<file path="config.mk">
export PLATFORM = sky130hd
export DESIGN_NAME = weight_addr_gen
export DESIGN_NICKNAME = d
export VERILOG_FILES = /design/src/rtl/weight_addr_gen_pkg.sv /design/src/rtl/weight_addr_gen_walk_cnt.sv /design/src/rtl/weight_addr_gen.sv
export SDC_FILE = /design/constraint.sdc
export NUM_CORES = 1
export LEC_CHECK = 0
export CORE_MARGIN = 2
export CORE_UTILIZATION = 40
export DETAILED_ROUTE_END_ITERATION = 10
export PLACE_DENSITY = 0.64
export SLEW_MARGIN = 10
export SYNTH_ARGS = -nofsm -noshare
export SYNTH_HDL_FRONTEND = slang
export SYNTH_SLANG_ARGS = --single-unit
</file>
<file path="constraint.sdc">
create_clock -name clk -period 3.85 [get_ports clk]
set_input_delay 0.77 -clock clk [delete_from_list [all_inputs] [get_ports clk]]
set_output_delay 0.77 -clock clk [all_outputs]
set_load 0.02 [all_outputs]
</file>
<file path="src/rtl/weight_addr_gen_pkg.sv">
// Shared sizing, FSM encoding and segment-length helper for the weight
// address generator.
package weight_addr_gen_pkg;

   localparam int S2P_SIZE         = 8;
   localparam int KERNEL_SIZE      = 4;
   localparam int CHANNELS_SIZE    = 8;
   localparam int KERNEL_NUMS_SIZE = 8;
   localparam int ADDR_SIZE        = 16;

   localparam int IWW_W   = 2*KERNEL_SIZE + CHANNELS_SIZE;
   localparam int LANE_W  = $clog2(S2P_SIZE);
   localparam int WORDS_W = LANE_W + 1;

   localparam logic [1:0] ST_IDLE = 2'd0;
   localparam logic [1:0] ST_RUN  = 2'd1;
   localparam logic [1:0] ST_FIN  = 2'd2;
   localparam logic [1:0] ST_HOLD = 2'd3;

   // Length of a tile edge: full S2P_SIZE except on the last row/column of
   // the walk when the remainder field encodes a partial tile.
   function automatic logic [WORDS_W-1:0] seg_count(input logic             at_edge,
                                                    input logic [S2P_SIZE-1:0] rem_m1);
      if (at_edge && (rem_m1 < S2P_SIZE'(S2P_SIZE - 1)))
         return WORDS_W'(rem_m1[LANE_W-1:0]) + WORDS_W'(1);
      return WORDS_W'(S2P_SIZE);
   endfunction

endpackage

</file>
<file path="src/rtl/weight_addr_gen_walk_cnt.sv">
// Nested group / tile-column / lane counter with wrap flags. Lane is the
// innermost loop; the lane count shrinks on the final group when the kernel
// count is not a multiple of S2P_SIZE.
module tile_walk_cnt
   import weight_addr_gen_pkg::*;
(
   input  logic                        clk,
   input  logic                        rstn,
   input  logic                        clear,
   input  logic                        advance,
   input  logic [IWW_W-1:0]            bcn,
   input  logic [KERNEL_NUMS_SIZE-1:0] brn,
   input  logic [S2P_SIZE-1:0]         knr,
   output logic [LANE_W-1:0]           r,
   output logic                        r_wrap,
   output logic                        bc_wrap,
   output logic                        last
);

   logic [KERNEL_NUMS_SIZE-1:0] br;
   logic [IWW_W-1:0]            bc;
   logic                        br_wrap;
   logic [WORDS_W-1:0]          lanes;

   // Wrap flags for each loop level from the current counter values.
   // NOTE: every always_comb output gets a value on every path, so no latch is inferred.
   always_comb begin
      br_wrap = (br == brn - KERNEL_NUMS_SIZE'(1));
      bc_wrap = (bc == bcn);
      lanes   = seg_count(br_wrap, knr);
      r_wrap  = ({1'b0, r} == lanes - WORDS_W'(1));
      last    = br_wrap && bc_wrap && r_wrap;
   end

   // Step lane, carry into column, carry into group; the final beat wraps all to 0.
   // NOTE: state registers use non-blocking assignments so all flops update together.
   always_ff @(posedge clk or negedge rstn) begin
      if (!rstn) begin
         br <= '0;
         bc <= '0;
         r  <= '0;
      end else if (clear) begin
         br <= '0;
         bc <= '0;
         r  <= '0;
      end else if (advance) begin
         if (!r_wrap) begin
            r <= r + LANE_W'(1);
         end else begin
            r <= '0;
            if (!bc_wrap) begin
               bc <= bc + IWW_W'(1);
            end else begin
               bc <= '0;
               br <= br_wrap ? '0 : br + KERNEL_NUMS_SIZE'(1);
            end
         end
      end
   end

endmodule

</file>
<file path="src/rtl/weight_addr_gen.sv">
// Weight read-address generator: walks the row-major weight memory in
// S2P_SIZE x S2P_SIZE tiles and streams one segment address per kernel lane.
// Addresses are built from three accumulators so no multiplier is needed.
module weight_addr_gen
   import weight_addr_gen_pkg::*;
(
   input  logic                        clk,
   input  logic                        rstn,
   input  logic                        enable,
   input  logic [IWW_W-1:0]            i_bcn,
   input  logic [KERNEL_NUMS_SIZE-1:0] i_brn,
   input  logic [IWW_W-1:0]            i_iww,
   input  logic [S2P_SIZE-1:0]         i_knr,
   input  logic [S2P_SIZE-1:0]         i_iwwr,
   input  logic                        i_ready,
   output logic                        o_valid,
   output logic [ADDR_SIZE-1:0]        o_addr,
   output logic [WORDS_W-1:0]          o_words,
   output logic [LANE_W-1:0]           o_lane,
   output logic                        o_last,
   output logic                        o_done
);

   logic [1:0]                  state;
   logic [IWW_W-1:0]            bcn_q;
   logic [KERNEL_NUMS_SIZE-1:0] brn_q;
   logic [IWW_W-1:0]            iww_q;
   logic [S2P_SIZE-1:0]         knr_q;
   logic [S2P_SIZE-1:0]         iwwr_q;
   logic [ADDR_SIZE-1:0]        grp_step_q;
   logic [ADDR_SIZE-1:0]        grp_base;
   logic [ADDR_SIZE-1:0]        col_off;
   logic [ADDR_SIZE-1:0]        lane_off;

   logic                        running;
   logic                        fire;
   logic                        cnt_clear;
   logic [LANE_W-1:0]           lane;
   logic                        r_wrap;
   logic                        bc_wrap;
   logic                        walk_last;

   assign running   = (state == ST_RUN);
   assign fire      = running && i_ready && enable;
   assign cnt_clear = !running || !enable;

   tile_walk_cnt u_walk (
      .clk     (clk),
      .rstn    (rstn),
      .clear   (cnt_clear),
      .advance (fire),
      .bcn     (bcn_q),
      .brn     (brn_q),
      .knr     (knr_q),
      .r       (lane),
      .r_wrap  (r_wrap),
      .bc_wrap (bc_wrap),
      .last    (walk_last)
   );

   // Sequencer: latch config, track walk state and step the address accumulators.
   // NOTE: config registers are reset too; they are plain flops, not a memory array.
   always_ff @(posedge clk or negedge rstn) begin
      if (!rstn) begin
         state      <= ST_IDLE;
         bcn_q      <= '0;
         brn_q      <= '0;
         iww_q      <= '0;
         knr_q      <= '0;
         iwwr_q     <= '0;
         grp_step_q <= '0;
         grp_base   <= '0;
         col_off    <= '0;
         lane_off   <= '0;
      end else if (!enable) begin
         state    <= ST_IDLE;
         grp_base <= '0;
         col_off  <= '0;
         lane_off <= '0;
      end else begin
         case (state)
            ST_IDLE: begin
               bcn_q      <= i_bcn;
               brn_q      <= i_brn;
               iww_q      <= i_iww;
               knr_q      <= i_knr;
               iwwr_q     <= i_iwwr;
               grp_step_q <= ADDR_SIZE'(i_iww) << LANE_W;
               grp_base   <= '0;
               col_off    <= '0;
               lane_off   <= '0;
               state      <= (i_brn == '0) ? ST_FIN : ST_RUN;
            end
            ST_RUN: begin
               if (fire) begin
                  if (walk_last) begin
                     state    <= ST_FIN;
                     grp_base <= '0;
                     col_off  <= '0;
                     lane_off <= '0;
                  end else if (r_wrap) begin
                     lane_off <= '0;
                     if (bc_wrap) begin
                        col_off  <= '0;
                        grp_base <= grp_base + grp_step_q;
                     end else begin
                        col_off <= col_off + ADDR_SIZE'(S2P_SIZE);
                     end
                  end else begin
                     lane_off <= lane_off + ADDR_SIZE'(iww_q);
                  end
               end
            end
            ST_FIN:  state <= ST_HOLD;
            default: state <= ST_HOLD;
         endcase
      end
   end

   // Beat outputs are held at zero whenever no beat is being presented.
   always_comb begin
      o_valid = running;
      o_addr  = '0;
      o_words = '0;
      o_lane  = '0;
      o_last  = 1'b0;
      o_done  = (state == ST_FIN);
      if (running) begin
         o_addr  = grp_base + col_off + lane_off;
         o_words = seg_count(bc_wrap, iwwr_q);
         o_lane  = lane;
         o_last  = walk_last;
      end
   end

endmodule
</file>
==> metrics.md <==
| Metric | Value |
|---|---|
| Max FO, Critical Path | 3 |
| Biggest area consumer among synthesized cells | dfrtp_1 |
| Clock transition at path regs | 60 ps |
| IO buf count | 85 |
| Setup-failing EPs final | 19 |
| Final clock skew | 11.5 ps |
| CP Capture Type | primary output |
| I/O pin total | 86 |
| Pin count of the biggest net entering global routing | 60 |
| Gr ovfl total | 0 |
| Detail Placement HPWL | 14,700 microns |
| Yosys reg bits | 127 |
| # hold bufs at CTS | 0 |
| Post-synthesis sequential area ratio | 39.9% |
| Layout Nets | 1,072 |
| ANT nets after route | 0 |
| Pre-antenna DRT Iters | 5 |
| Via count | 6,490 |
| Unique masters post-synth | 57 |
| Synth Instances | 794 |
| Status | complete, but fails checks |
| CORE AREA | 0.0195 sq mm |
| Asr flop ratio synth | 100% |
| Reg-to-reg setup timing slack | -110 ps |
| Fmax | 0.231 GHz |
| Syn-to-layout area delta | 30.8% |
| GR peak layer | met2 |
| Met3 Track Usage GR | 4.15% |
| Vias/cell | 5.29 |
| Synth warnings | 0 |
| DIE AREA | 0.0211 sq mm |
| Max-slew headroom | 44.8% |
| PnR worst setup slack | -470 ps |
| Sw Pwr | 2.19 mW |
| Fill cells | 1,783 |
| Final max-slew violation count | 0 |
| Vias in the first global route | 6,497 |
| HP Class | input port to async pin |
| Global-route usage over all layers | 19.5% |
| CTS tree | yes |
| Pwr dens | 585 mW/mm^2 |
| Crit path DAT | 3550 ps |
| Switching Share | 36.0% |
| Global-route wire length before repair | 33,000 microns |
| Post-synth top flop | dfrtp_1 |
| CTS Buf Count | 17 |
| Avg Cell Area, Syn | 10.0 sq um |
| Footprint of the multi-input gates | 0.00481 sq mm |
| Most frequent cells in the layout | dfrtp_1 (127), clkdlybuf4s50_1 (74), buf_4 (73) |
| Ant diodes | 0 |
| Final Cycle Share | 112% |
| FF/Latch Area | 0.00318 sq mm |
| Synth area leaders | dfrtp_1 (40%), ha_1 (7.7%), mux2_2 (7.6%) |
| Most common cell after layout, fill and taps aside | dfrtp_1 |
| Crit Path Class | flip-flop to primary output |
| Setup tns final | -1260 ps |
| Sequential Power Share | 33.1% |
| Post-synth EDFFs | 0 |
| Layout cells sized above 1 | 20.8% |
| Worst Tran Pin Value | 827 ps |
| Max rail drop VDD | 0.306 mV |
| Leak | 4.75 nW |
| Post-layout util | 53.4% |
| Hold Violations, Final | 0 |
| Comb pwr share | 40.5% |
| Failing checks | setup timing |
| Die span in y | 145 microns |
| Root buf cell | clkbuf_16 |
| Num rows | 51 |
| Critical path launch point type | flip-flop |
| M2 GR Usage | 31.6% |
| Max_cap viols | 0 |
| Total internal power | 3.90 mW |
| Clock Power Share | 26.4% |
| Routability cong. | 0.845 |
| Worst path required time | 3080 ps |
| Die Wd | 145 microns |
| CTS H-tree lvls | 4 |
| Clock Latency Late Sink | 420 ps |
| Mapped Area | 0.00797 sq mm |
| Met1 Use GR | 26.4% |
| Period minus WS final | 4320 ps |
| WL/cell | 16.2 microns |
| TritonCTS Sinks | 127 |
| RSZ-0062 raised after global routing | true |
| Top-area cell type share of the netlist area | 39.9% |
| Maximum clock path buffer count | 2 |
| DRC viols | 0 |
| DRT iter0 DRCs | 407 |
| Effective utilization at floorplan | 40.8% |
| Routed wire length | 19,900 microns |
| Initial antenna violation count | 0 |
logic make-up (layout without fill, tap and decap cells):
family                     Yosys count  in the layout  share of synthesized area [%]
other                                2              4                         0.0943
adders and majority gates           64             64                           11.5
muxes                               56             56                           7.88
DFF                                127            127                           39.9
AOI/OAI and AO/OA                  208            208                           16.9
buffers and inverters               46            211                           2.20
and+or+nand+nor                    229            229                           14.8
xor gates and xnor gates            62             62                           6.82
critical path, cell delays in order, from the launching register on:
cell and delay (ps):
dfrtp_1 390, inv_2 80, ha_4 140, nor3b_4 240, mux2i_1 230, a22oi_1 100
a221o_1 410, nor2_4 100, and2_4 140, nand2b_1 60, ha_2 190, xnor2_1 130
or3_4 340, a211oi_4 270, nand3_4 110, nor2_4 90, buf_6 120
repair_timing:
action / 4_1_cts / 5_1_grt
cloned: 0 / 0
buffers inserted: 7 / 2
endpoints found under the setup margin: 43 / 77
pin swaps: 15 / 14
resized for setup: 41 / 24
cell usage after synthesis, drive strengths merged, types with 21 or more instances:
cell      n
clkbuf   24
and3     22
mux2     54
nand2b   21
nand2    44
a22o     23
dfrtp   127
o21ai    72
a21oi    36
xnor2    45
ha       49
nor2     51
metal layers:
layer / up-vias / routed length [microns]
li1: 3215 / -
met2: 135 / 9250
met1: 3112 / 9490
met3: 28 / 787
met5: - / 0
met4: 0 / 382
sequential cells by signal (all words and copies together) (netlist names):
signal / count
state: 2
lane_off: 16
brn_q: 8
u_walk.br: 8
knr_q: 8
u_walk.bc: 16
bcn_q: 16
iwwr_q: 8
grp_base: 13
u_walk.r: 3
iww_q: 16
col_off: 13
final cells by class:
type / instances / share of cell area [%]
inverters: 20 / 0.720
clock buffers: 17 / 4.08
well taps: 265 / 3.18
repair buffers: 159 / 13.9
flip-flops and latches: 127 / 30.5
clock inverters: 15 / 1.56
multi-input cells: 623 / 46.1
power groups by stage:
stage	Combinational [mW]	Clock, mW	Sequential [mW]
6_report	2.47	1.61	2.02
3_3_place_gp	2.37	0	2.04
5_1_grt	2.73	1.71	2.07
3_5_place_dp	2.40	0	2.04
4_1_cts	2.44	1.64	2.02
2_1_floorplan	1.66	0	1.95
per-stage QoR:
| step | hold WS (ps) | cells | worst slack, ps | cell area [sq um] | power (mW) |
|---|---|---|---|---|---|
| after CTS | 476 | 1226 | -573 | 10400 | 6.11 |
| after global placement | 493 | 1188 | -494 | 9670 | 4.40 |
| after global routing | 504 | 1226 | -618 | 10400 | 6.51 |
| final | 445 | 1226 | -470 | 10400 | 6.10 |
| after floorplan | 465 | 796 | -149 | 8020 | 3.61 |
| after detailed placement | 497 | 1188 | -610 | 9670 | 4.44 |
path summary, 6_finish.rpt:
kind | from | end | cells past startpoint
worst min register to register | iwwr_q[3] | iwwr_q[3] | 1
worst min-delay path | rstn | iww_q[3] | 1
max in group asynchronous | rstn | u_walk.bc[4] | 2
worst max-delay path | brn_q[0] | o_last | 16
worst max register to register | brn_q[0] | u_walk.br[3] | 18
min in group clk | iwwr_q[3] | iwwr_q[3] | 1
Note: power is estimated with default switching activity, not from simulation.
